[config.mk]
export PLATFORM = sky130hd
export DESIGN_NAME = greater_than_sweep
export DESIGN_NICKNAME = d
export VERILOG_FILES = /design/src/rtl/greater_than_sweep.sv
export SDC_FILE = /design/constraint.sdc
export NUM_CORES = 1
export LEC_CHECK = 0
export ABC_AREA = 0
export BUFFER_PORTS_ARGS = -buffer_cell sky130_fd_sc_hd__buf_2
export CAP_MARGIN = 20
export CORE_ASPECT_RATIO = 2
export CORE_MARGIN = 2
export CORE_UTILIZATION = 55
export CTS_CLUSTER_DIAMETER = 200
export DETAILED_ROUTE_END_ITERATION = 6
export PLACE_DENSITY = 0.81
export SYNTH_ARGS = -nofsm -noshare
export SYNTH_HDL_FRONTEND = slang
export SYNTH_SLANG_ARGS = --single-unit
[constraint.sdc]
create_clock -name clk -period 2.3 [get_ports clk]
set_input_delay 0.345 -clock clk [delete_from_list [all_inputs] [get_ports clk]]
set_output_delay 0.345 -clock clk [all_outputs]
set_load 0.005 [all_outputs]
[src/rtl/greater_than_sweep.sv]
// Self-test sequencer for a 2-bit greater-than comparator: drives all 16 operand
// pairs, samples the comparator answer for each and scores it against A > B.
module greater_than_sweep #(
    parameter int unsigned HOLD = 2
) (
    input  logic        clk,
    input  logic        rst_n,
    input  logic        start,
    input  logic        f_in,
    output logic [1:0]  a_out,
    output logic [1:0]  b_out,
    output logic        busy,
    output logic        done,
    output logic [15:0] result,
    output logic [4:0]  err_cnt,
    output logic        pass
);

    typedef enum logic [1:0] {
        IDLE  = 2'd0,
        DRIVE = 2'd1,
        DONE  = 2'd2
    } state_t;

    localparam logic [3:0] HOLD_LAST = 4'(HOLD - 1);

    // Reference answer for vector index v: upper pair is A, lower pair is B.
    function automatic logic expected_gt(input logic [3:0] v);
        return (v[3:2] > v[1:0]);
    endfunction

    state_t      state_r, state_s;
    logic [3:0]  idx_r, idx_s;
    logic [3:0]  hold_r, hold_s;
    logic [15:0] result_s;
    logic [4:0]  err_s;
    logic        pass_s;
    logic        busy_s;
    logic        done_s;
    logic [1:0]  a_s;
    logic [1:0]  b_s;

    // Next-state, sweep bookkeeping and output decode.
    always_comb begin
        state_s  = state_r;
        idx_s    = idx_r;
        hold_s   = hold_r;
        result_s = result;
        err_s    = err_cnt;
        pass_s   = pass;
        case (state_r)
            IDLE: begin
                if (start) begin
                    state_s  = DRIVE;
                    idx_s    = 4'd0;
                    hold_s   = 4'd0;
                    result_s = 16'h0000;
                    err_s    = 5'd0;
                    pass_s   = 1'b0;
                end else begin
                    state_s  = IDLE;
                end
            end
            DRIVE: begin
                if (hold_r == HOLD_LAST) begin
                    result_s[idx_r] = f_in;
                    // At most 16 increments per sweep, so 5 bits never wrap.
                    if (f_in != expected_gt(idx_r)) begin
                        err_s = err_cnt + 5'd1;
                    end else begin
                        err_s = err_cnt;
                    end
                    hold_s = 4'd0;
                    if (idx_r == 4'd15) begin
                        state_s = DONE;
                        pass_s  = (err_s == 5'd0);
                    end else begin
                        idx_s   = idx_r + 4'd1;
                    end
                end else begin
                    hold_s = hold_r + 4'd1;
                end
            end
            DONE: begin
                state_s = IDLE;
                idx_s   = 4'd0;
                hold_s  = 4'd0;
            end
            default: begin
                state_s = IDLE;
                idx_s   = 4'd0;
                hold_s  = 4'd0;
            end
        endcase

        busy_s = (state_s == DRIVE);
        done_s = (state_s == DONE);
        if (busy_s) begin
            a_s = idx_s[3:2];
            b_s = idx_s[1:0];
        end else begin
            a_s = 2'd0;
            b_s = 2'd0;
        end
    end

    // State and registered outputs; reset clears everything immediately.
    always_ff @(posedge clk or negedge rst_n) begin
        if (!rst_n) begin
            state_r <= IDLE;
            idx_r   <= 4'd0;
            hold_r  <= 4'd0;
            a_out   <= 2'd0;
            b_out   <= 2'd0;
            busy    <= 1'b0;
            done    <= 1'b0;
            result  <= 16'h0000;
            err_cnt <= 5'd0;
            pass    <= 1'b0;
        end else begin
            state_r <= state_s;
            idx_r   <= idx_s;
            hold_r  <= hold_s;
            a_out   <= a_s;
            b_out   <= b_s;
            busy    <= busy_s;
            done    <= done_s;
            result  <= result_s;
            err_cnt <= err_s;
            pass    <= pass_s;
        end
    end

endmodule
* After elaboration in Yosys (flattened, before gate mapping)
Index checks and enable logic that the tools add are counted.
Word-level totals: register bits 38, latch bits 0, RAM bits 0, bits in read-only memories 0, bits of input ports 4, output and inout port bits 28, logic and storage cells 60, memories kept 0
Operators by class: add/sub/neg operators 3, multiply operators 0, div/mod/pow operators 0, order comparisons 3, equality and inequality tests 9, shifts and indexed selects 0, multiplexer cells 29, bitwise gates (word level) 0, reduce and logical (&&, ||, !) cells 6
Operators by type and width (count):
- 16-bit 2-to-1 mux | 2
- 16-bit one-hot mux with 2 select lines | 1
- 5-bit 2-to-1 mux | 5
- 4-bit 2-to-1 mux | 5
- 16-bit bitwise mux | 1
- 4-bit one-hot mux with 2 select lines | 2
- 5-bit one-hot mux with 2 select lines | 1
- 4-bit by 1-bit adder with 4-bit output (second input constant) | 2
- 2-bit 2-to-1 mux | 4
- 2-bit != test (second input constant) | 3
- 5-bit by 1-bit adder with 5-bit output (second input constant) | 1
- 5-bit zero test | 1
- 4-bit by 5-bit < comparator with 1-bit output (second input constant) | 1
- 1-bit 2-to-1 mux | 5
- 1-bit demux with 4-bit select | 1
- 2-bit by 1-bit == test with 1-bit output (second input constant) | 2
- 4-bit by 1-bit == test with 1-bit output (second input constant) | 1
- 4-bit == test (second input constant) | 1
- 4-bit by 1-bit >= comparator with 1-bit output (second input constant) | 1
- 2-bit one-hot mux with 2 select lines | 1
- 4-bit AND reduction | 1
- 3-bit AND reduction | 1
- 2-bit == test (second input constant) | 1
- 2-bit greater-than comparator | 1
- other kinds (5) | 5

* Depth between registers and ports, before layout
Gate-level depths: netlist of run 1.
word-level depth 9, mapped depth 8, gate-level depth less buffers 7

* Worst setup path after synthesis of run 1
OpenSTA, ideal clock, no wires.
kind register to register, start register idx_r[1], end register pass, library setup time 103 ps, arrival time 1927 ps, required time 2197 ps, path slack 270 ps, stages on the path, launching flop included 8, path buffers 0, clock period less this slack 2030 ps, cell sequence dfrtp_1 > inv_1 > ha_1 > nand2b_1 > a221o_1 > a2111oi_2 > a211oi_1 > o41ai_2
On the way: longest elaborated chain between the ends 9, elaborated cells on any way between the ends 12, classes of those cells 1 x order compare; 3 x eq/ne; 6 x mux; 2 x reduce/logical
Ends and longest elaborated chain:
- start, declared | RTL line 33 | logic [3:0] idx_r, idx_s;
- start signal, assigned | RTL line 122 | idx_r <= idx_s;
- 2-bit greater-than comparator | RTL line 29 | return (v[3:2] > v[1:0]);
- 1-bit != test | RTL line 68 | if (f_in != expected_gt(idx_r)) begin
- 5-bit 2-to-1 mux | RTL line 68
- 5-bit 2-to-1 mux | RTL line 65 | if (hold_r == HOLD_LAST) begin
- 5-bit 2-to-1 mux | RTL line 51 | case (state_r)
- 5-bit zero test | RTL line 76 | pass_s = (err_s == 5'd0);
- 1-bit 2-to-1 mux | RTL line 74 | if (idx_r == 4'd15) begin
- 1-bit 2-to-1 mux | RTL line 65
- 1-bit one-hot mux with 2 select lines | RTL line 51
- end signal, assigned | RTL line 130 | pass <= pass_s;
- end, declared | RTL line 16 | output logic pass
Parallel ways exist; a longest one is shown, timed or not. The select of a mux whose other input is x is not followed. A chain may end at the register's enable or synchronous reset.

* Worst setup path in the final report of run 1
Same ends and word-level chain as after synthesis.

==> run summary, run 1 <==
R2R setup slack - 0.10 ns
Reg2Reg Capture Point - pass$_DFFE_PN0P_
Cells on worst reg2reg path - 7
Synth Warn # - 0
DRC viols - 0
First-pass GRT wire length - 7580 um
Pre-Repair DR Iteration Count - 4
GRT Total Usage - 25.4%
Via count - 1762
DRT Wirelength - 4710 um
I/O pins - 32
Number of synthesized flops with an enable pin - 0
Crit Path Max Fanout - 5
Chip width - 46.2 um
GP Congestion - 0.871
CP max stage delay - 0.43 ns
CTS H-Tree Depth - 2
Detail Route Antenna Nets - 0
Minimum clock period - 2.20 ns
HPWL after DPL - 3380 um
Share of cells above drive strength 1 - 21.7%
Total core area - 3420 um2
Initial DRC count - 36
Total clock buffers created by CTS - 5
Max Freq - 455 MHz
Number of global-route vias before repair - 1744
Syn Area/Cell - 9.22 um2
Clk slew on worst S/H paths - 0.07 ns
Worst setup path category - flop to flop
Row count - 30
Type of destination of the critical path - flop
Pre-CTS setup slack - 0.119 ns
Post-synth ARST share - 100%
Flops & latches, synth - 38
Max_slew headroom - 44.9%
CP Buf/Inv Count - 1
Seq/Total Area, Yosys - 48.4%
Initial Util - 57.5%
Largest net degree at the start of global routing - 39
Min-Delay Path Class - input pin to async pin
WP data required - 2.49 ns
Synth top area share - 48.4%
Die area - 4090 um2
Count leader, synth - dfrtp_1
Top cells by area, synth - dfrtp_1 48%, o21ai_0 8.7%, ha_1 5.7%
Critical R2R Launch - idx_r[1]$_DFF_PN0_
# nets final - 266
Wire per inst - 15.6 um
Startpoint types - flop
Commonest cells in the synthesized netlist - 38 x dfrtp_1, 34 x o21ai_0, 20 x a21oi_1
Count of cell types in the netlist - 39
Top_reg_cell synth - dfrtp_1
Peak supply drop - 0.800 mV
Mapped Nets - 226
Lkg Pwr - 1.11 nW
Cell Area, Synth - 1960 um2
CTS Buffer Depth - 2
CP top delay family - compound AO/OA/AOI/OAI gates
Initial antenna violation count - 0
TritonCTS clock tree - yes
Grt ovf - 0
Ant. Diodes - 0
Hold Buf Count CTS - 0
Syn Inst Count - 213
Vias per cell - 5.83
Final Worst Setup Slack - 0.104 ns
Final worst-path cycle share - 95.5%
Die height - 88.5 um
Hold Fails Final Rpt - 0
Overall power - 2.51 mW
Slowest library cell on the worst path - a221o_2
Clock Skew - 0.00357 ns
Status - complete, no violations
Synth-to-layout area growth - 18.9%
Arrival @ worst endpoint - 2.38 ns
Post-synth top area cell - dfrtp_1
Final Max Slew Viols - 0
Num Clock Sinks - 38
Max-cap violations - 0
Worst Tran Pin Value - 0.826 ns
Root buffer cell - clkbuf_8
Final setup vio count - 0
I/O Buffers - 31
Clk_lat worst skew - 0.29 ns
Power density cells - 1080 nW/um2
Critical path, cell by cell - inv_1 > ha_1 > nand2b_1 > a221o_2 > a2111oi_4 > a211oi_1 > o41ai_2
-- how the worst max path moves through the flow --
stage | from | end | slack, ns | cells after the start
finish | idx_r[1]$_DFF_PN0_ | pass$_DFFE_PN0P_ | 0.10 | 7
global route | idx_r[1]$_DFF_PN0_ | pass$_DFFE_PN0P_ | -0.03 | 7
CTS | idx_r[1]$_DFF_PN0_ | pass$_DFFE_PN0P_ | 0.1 | 7
detailed placement | idx_r[1]$_DFF_PN0_ | pass$_DFFE_PN0P_ | 0.12 | 7
global placement | idx_r[1]$_DFF_PN0_ | pass$_DFFE_PN0P_ | 0.20 | 7
floorplan | idx_r[1]$_DFF_PN0_ | pass$_DFFE_PN0P_ | 0.27 | 7
-- power by group --
group / switching [mW] / total [mW] / internal, mW
clock network: 0.235 / 0.476 / 0.242
registers: 0.161 / 1.01 / 0.852
logic: 0.584 / 1.02 / 0.437
total: 0.980 / 2.51 / 1.53
-- flip-flops by register name, summed over array words and instances (netlist names) --
register and cells:
state_r 2, a_out 2, err_cnt 5, b_out 2, idx_r 4, done 1
pass 1, hold_r 4, result 16, busy 1
-- stage by stage --
stage	setup TNS [ns]	utilization (%)	cells	hold slack (ns)	instance area (um2)
floorplan	0	-	213	0.0494	1960
global route	-0.0253	68.3	302	0.220	2330
detailed placement	0	64.4	292	0.490	2200
global placement	0	64.4	292	0.482	2200
finish	0	68.3	302	0.138	2330
CTS	0	67.1	300	0.181	2290
-- what timing repair did --
item | 4_1_cts | 5_1_grt
resized for setup | 0 | 4
endpoints found under the setup margin | 0 | 1
setup buffers | 0 | 2
-- area by class of cell --
cell class                 instances  area, um2
fill                             281       1080
sequential                        38        951
multi-input combinational        150        945
timing repair buffer              39        215
clock buffer                       7       86.3
inverter                          19       71.3
tap                               48       60.1
clock inverter                     1       5.00
-- routing by layer --
metal	global-route usage [%]	part of all wire [%]	routed length, um
met4	16.4	4.4	208
met5	0	0	0
met1	26.2	36	1680
met2	44.6	56	2630
met3	3.88	3.9	183
-- worst reg2reg max path, cell delays in order, from the launching register on --
cell and delay, ns:
dfrtp_1 0.39, inv_1 0.10, ha_1 0.32, nand2b_1 0.12, a221o_2 0.43, a2111oi_4 0.36, a211oi_1 0.10, o41ai_2 0.28
-- cells by family after synthesis --
kind of cell,Yosys count,share of synthesized area (%)
AOI/OAI and AO/OA,79,24.5
xor gates and xnor gates,2,0.892
adders and majority gates,9,5.74
buffers and inverters,25,4.84
DFF,38,48.4
muxes,1,0.574
and+or+nand+nor,59,15.0
-- cells in the final DEF, fill, tap and decap left out, drive strengths merged, types with 2 or more instances in the layout --
| cell | Yosys | routed |
|---|---|---|
| nor3 | 4 | 4 |
| nand2 | 16 | 16 |
| a21oi | 20 | 20 |
| nand2b | 3 | 3 |
| clkbuf | 5 | 7 |
| a22o | 4 | 4 |
| xor2 | 2 | 2 |
| and3 | 3 | 3 |
| nor2 | 13 | 13 |
| or2 | 2 | 2 |
| a211oi | 2 | 2 |
| o21ai | 34 | 34 |
| o22ai | 4 | 4 |
| nand3 | 7 | 7 |
| buf | 1 | 39 |
| ha | 9 | 9 |
| dfrtp | 38 | 38 |
| and2 | 2 | 2 |
| nand4 | 2 | 2 |
| o31ai | 2 | 2 |
| inv | 18 | 18 |
| clkinv | 1 | 2 |
| nor2b | 2 | 2 |
| a31oi | 5 | 5 |
| o41ai | 2 | 2 |
Power figures use the tool's default switching activity.
==> run 2, diff against run 1 <==
--- a/config.mk
+++ b/config.mk
@@ -10,5 +10,6 @@
 export CAP_MARGIN = 20
+export CELL_PAD_IN_SITES_DETAIL_PLACEMENT = 0
+export CELL_PAD_IN_SITES_GLOBAL_PLACEMENT = 1
 export CORE_ASPECT_RATIO = 2
-export CORE_MARGIN = 2
-export CORE_UTILIZATION = 55
+export CORE_UTILIZATION = 42
 export CTS_CLUSTER_DIAMETER = 200
==> constraint.sdc (replaced) <==
create_clock -name clk -period 2.3 [get_ports clk]
set_input_delay 0 -clock clk [delete_from_list [all_inputs] [get_ports clk]]
set_output_delay 0 -clock clk [all_outputs]
set_load 0.005 [all_outputs]
==> run 2 against run 1 <==
Utilization is 15 points lower. Sequential power is essentially flat. Total power down 0.37%. First-iteration DRC count down 19%. Clock power decreased by 7.4%. Critical endpoint unchanged. Largest power group unchanged.
==> run summary, run 2 (synthesized netlist as in run 1, its figures left out) <==
Type of destination of the critical path - flop
Worst Tran Pin Value - 0.847 ns
Final worst-path cycle share - 93.7%
Max FFs per register - 16
Max_slew headroom - 43.5%
CP max stage delay - 0.42 ns
GRT Max-Usage Layer - met2
Crit Path Max Fanout - 6
Sw Ratio - 39.4%
Max-cap violations - 0
Largest net degree at the start of global routing - 39
Pre-CTS setup slack - 0.111 ns
WHS - 0.138 ns
Cells on worst reg2reg path - 7
# nets final - 271
Total core area - 4420 um2
I/O pins - 32
Synth-to-layout area growth - 20.7%
Commonest cells after routing, fill and taps aside - 38 x dfrtp_1, 33 x o21ai_0, 31 x buf_2
Clock Skew - 0.00722 ns
Startpoint types - flop
Wire per inst - 16.0 um
Pre-Repair DR Iteration Count - 4
Peak supply drop - 0.720 mV
Placed cell area - 2220 um2
Most common cell after layout, fill and taps aside - dfrtp_1
Logic pwr share - 41.8%
GRT Total Usage - 21.5%
Via count - 1764
Detail Route Antenna Nets - 0
Status - complete, no violations
Slowest library cell on the worst path - a221o_2
Row count - 34
I/O Buffers - 31
Final Max Slew Viols - 0
Clock network power share - 17.6%
Die height - 98.7 um
Setup crit end - pass$_DFFE_PN0P_
Routing usage on met3 - 2.78%
First-pass GRT wire length - 8050 um
CTS Buffer Depth - 2
Ant. Diodes - 0
Final Worst Setup Slack - 0.146 ns
DRT Wirelength - 5000 um
Die area - 4970 um2
Vias per cell - 5.65
Initial DRC count - 29
TritonCTS clock tree - yes
Util after Layout - 53.5%
CP Launch Point - idx_r[1]$_DFF_PN0_
Critical R2R Launch - idx_r[1]$_DFF_PN0_
Reg2Reg Capture Point - pass$_DFFE_PN0P_
Total clock buffers created by CTS - 5
Initial antenna violation count - 0
TNS Setup - 0 ns
Critical path, cell by cell - inv_1 > ha_1 > nand2b_1 > a221o_2 > a2111oi_4 > a211oi_1 > o41ai_2
M1 GR Usage - 21.2%
Worst setup path category - flop to flop
Minimum clock period - 2.15 ns
Clk_lat worst skew - 0.29 ns
Switching power of the nets - 986 uW
Internal Power - 1.52 mW
Number of global-route vias before repair - 1761
Num Clock Sinks - 38
WP data required - 2.49 ns
Met2 usage - 41.5%
Min-Delay Path Class - input pin to flop
Grt ovf - 0
Final setup vio count - 0
GP Congestion - 0.791
HPWL after DPL - 3560 um
Seq pwr share - 40.5%
Root buffer cell - clkbuf_8
R2R setup slack - 0.15 ns
Lkg Pwr - 1.13 nW
Power density cells - 1060 nW/um2
Hold Fails Final Rpt - 0
Max Freq - 464 MHz
Fillers - 448
Design Area, Final - 2370 um2
DRC viols - 0
Chip width - 50.3 um
Biggest regs - result (16), err_cnt (5)
Clk slew on worst S/H paths - 0.08 ns
Share of cells above drive strength 1 - 22.9%
Arrival @ worst endpoint - 2.34 ns
Largest Register - result
RSZ-0062 raised after global routing - no
CTS H-Tree Depth - 2
Initial Util - 44.4%
==> run 2: cell types whose count changed in the layout (fill, tap and decap cells not counted), sizes merged <==
cell | before | now
buf | 39 | 43
clkinv | 2 | 3
dlygate4sd3 | 0 | 1
clkbuf | 7 | 5
==> run 2: cell type report <==
| type | count | area [um2] | share of cell area, % |
|---|---|---|---|
| clock buffers | 5 | 68.8 | 2.91 |
| clock inverters | 2 | 10.0 | 0.423 |
| inverters | 19 | 71.3 | 3.01 |
| multi-input cells | 150 | 945 | 39.9 |
| flip-flops and latches | 38 | 951 | 40.1 |
| well taps | 54 | 67.6 | 2.85 |
| repair buffers | 44 | 255 | 10.8 |
==> run 2: per-stage QoR <==
step / std cells / power, mW
floorplan: 213 / 1.64
global placement: 300 / 1.96
detailed placement: 300 / 1.98
CTS: 308 / 2.43
global route: 312 / 2.69
finish: 312 / 2.50
==> run 2: power by group through the flow <==
stage	registers [mW]	clock network [mW]	logic (mW)
2_1_floorplan	1.02	0	0.622
5_1_grt	1.04	0.468	1.19
6_report	1.01	0.441	1.05
3_3_place_gp	1.02	0	0.942
4_1_cts	1.02	0.454	0.960
3_5_place_dp	1.03	0	0.954
==> run 2: repair_timing <==
item | in CTS | in global routing
hold endpoints to repair | 38 | 0
resized for setup | 0 | 4
buffers inserted | 0 | 4
hold buffers | 1 | 0
endpoints found under the setup margin | 0 | 2
==> run 2: worst min path at each step <==
stage	startpoint	to	cells past startpoint
after floorplan	rst_n	a_out[0]$_DFF_PN0_	0
after global placement	rst_n	result[6]$_DFFE_PN0P_	1
after detailed placement	rst_n	result[7]$_DFFE_PN0P_	1
after CTS	f_in	result[1]$_DFFE_PN0P_	3
after global routing	start	idx_r[2]$_DFF_PN0_	4
final	start	idx_r[2]$_DFF_PN0_	4
==> run 2: layer usage <==
| layer | part of all wire (%) | up-vias |
|---|---|---|
| met5 | 0 | - |
| met4 | 2.6 | 0 |
| met3 | 2.2 | 10 |
| met2 | 58 | 35 |
| met1 | 37 | 872 |
| li1 | - | 847 |
==> run 2: critical path, delay by kind of cell (launching register included) <==
family / cells / cell delay (ns)
flip-flops: 1 / 0.38
adder cells (fa/ha/maj): 1 / 0.33
buffers and inverters: 1 / 0.10
AO/OA/AOI/OAI: 4 / 1.15
AND/OR/NAND/NOR: 1 / 0.09
==> run 3, diff against run 2 <==
- MAX_ROUTING_LAYER: not set -> met4
==> run 3 against run 2 <==
Largest power group unchanged. Die area is the same. Flip-flop and latch count is the same. Combinational power is essentially flat.
==> run summary, run 3 (synthesized netlist as in run 1, its figures left out) <==
Max_slew headroom - 43.6%
Clock Skew - 0.00677 ns
Synth-to-layout area growth - 20.7%
Detail Route Antenna Nets - 0
# nets final - 271
Max FFs per register - 16
DRC viols - 0
Min-Delay Path Class - input pin to flop
Crit Path Max Fanout - 6
Lkg Pwr - 1.13 nW
Clk_lat worst skew - 0.29 ns
Vias per cell - 5.65
CTS Buffer Depth - 2
Initial Util - 44.4%
Switching power of the nets - 986 uW
Peak supply drop - 0.722 mV
CTS H-Tree Depth - 2
Die height - 98.7 um
Final Max Slew Viols - 0
Most common cell after layout, fill and taps aside - dfrtp_1
Arrival @ worst endpoint - 2.34 ns
Chip width - 50.3 um
Total clock buffers created by CTS - 5
Hold Fails Final Rpt - 0
Largest net degree at the start of global routing - 39
Clk slew on worst S/H paths - 0.08 ns
Type of destination of the critical path - flop
Final setup vio count - 0
Number of global-route vias before repair - 1764
Largest Register - result
Max-cap violations - 0
Ant. Diodes - 0
Worst Tran Pin Value - 0.846 ns
Power density cells - 1060 nW/um2
Logic pwr share - 41.8%
Biggest regs - result (16), err_cnt (5)
Commonest cells after routing, fill and taps aside - 38 x dfrtp_1, 33 x o21ai_0, 31 x buf_2
GRT Total Usage - 22.1%
I/O Buffers - 31
Design Area, Final - 2370 um2
Row count - 34
Worst setup path category - flop to flop
CP Buf/Inv Count - 1
Startpoint types - flop
Placed cell area - 2220 um2
Max Freq - 464 MHz
Pre-Repair DR Iteration Count - 4
Die area - 4970 um2
I/O pins - 32
CP max stage delay - 0.42 ns
TNS Setup - 0 ns
Cells after DPL - 300
HPWL after DPL - 3560 um
RSZ-0062 raised after global routing - no
First-pass GRT wire length - 8040 um
Initial antenna violation count - 0
Status - complete, no violations
Util after Layout - 53.5%
Total core area - 4420 um2
Fillers - 448
Critical path, cell by cell - inv_1 > ha_1 > nand2b_1 > a221o_2 > a2111oi_4 > a211oi_1 > o41ai_2
Final cell count without fillers - 312
Initial DRC count - 30
Via count - 1762
Grt ovf - 0
Share of cells above drive strength 1 - 22.9%
Minimum clock period - 2.15 ns
GP Congestion - 0.802
Sw Ratio - 39.4%
Seq pwr share - 40.6%
TritonCTS clock tree - yes
Num Clock Sinks - 38
Wire per inst - 16.0 um
Root buffer cell - clkbuf_8
DRT Wirelength - 4990 um
Slowest library cell on the worst path - a221o_2
Internal Power - 1.52 mW
WP data required - 2.49 ns
Final worst-path cycle share - 93.7%
CP top delay family - compound AO/OA/AOI/OAI gates
Clock network power share - 17.6%
-- run 3: cell counts in the layout (fill, tap and decap cells not counted) --
No cell type changed its count.
-- run 3: repair_timing --
item / CTS / global route
hold buffers: 1 / 0
setup buffers: 0 / 4
resized for setup: 0 / 4
endpoints found under the setup margin: 0 / 2
endpoints found under the hold margin: 38 / 0
-- run 3: per-layer routing --
layer  part of all wire, %  GRT usage [%]  vias to the layer above
met2                    58           41.4                       33
li1                      -              -                      851
met3                   1.9           2.47                       10
met4                   2.6           10.3                        0
met5                     0              -                        -
met1                    37           21.4                      868
-- run 3: power by group through the flow --
stage | logic [mW] | registers (mW) | clock network [mW]
after floorplan | 0.622 | 1.02 | 0
after global placement | 0.942 | 1.02 | 0
after detailed placement | 0.954 | 1.03 | 0
after CTS | 0.960 | 1.02 | 0.454
after global routing | 1.18 | 1.04 | 0.469
final | 1.05 | 1.01 | 0.442
-- run 3: cell type report --
class / instances / area, um2 / area share, %
Inverter: 19 / 71.3 / 3.01
Multi-Input combinational cell: 150 / 945 / 39.9
Tap cell: 54 / 67.6 / 2.85
Clock buffer: 5 / 68.8 / 2.91
Timing Repair Buffer: 44 / 255 / 10.8
Sequential cell: 38 / 951 / 40.1
Clock inverter: 2 / 10.0 / 0.423
-- run 3: worst reg2reg max path: stages (launching register included) --
cell and delay, ns:
dfrtp_1 0.38, inv_1 0.10, ha_1 0.33, nand2b_1 0.09, a221o_2 0.42, a2111oi_4 0.35
a211oi_1 0.10, o41ai_2 0.28
-- run 3: through the flow --
stage / hold slack [ns] / power (mW) / setup slack (ns)
floorplan: -0.296 / 1.64 / 0.270
global placement: 0.159 / 1.96 / 0.166
detailed placement: 0.168 / 1.98 / 0.111
CTS: 0.125 / 2.43 / 0.0865
global route: 0.148 / 2.69 / 0.00747
finish: 0.126 / 2.50 / 0.145
-- run 3: worst paths after layout --
check / start / end / slack (ns) / cells after the start
setup / recovery: idx_r[1]$_DFF_PN0_ / pass$_DFFE_PN0P_ / 0.15 / 7
hold / removal: start / idx_r[2]$_DFF_PN0_ / 0.13 / 4
setup reg to reg: idx_r[1]$_DFF_PN0_ / pass$_DFFE_PN0P_ / 0.15 / 7
hold reg to reg: result[10]$_DFFE_PN0P_ / result[10]$_DFFE_PN0P_ / 0.51 / 2
max in group asynchronous: rst_n / state_r[1]$_DFF_PN0_ / 1.42 / 2
min in group asynchronous: rst_n / result[14]$_DFFE_PN0P_ / 0.35 / 2
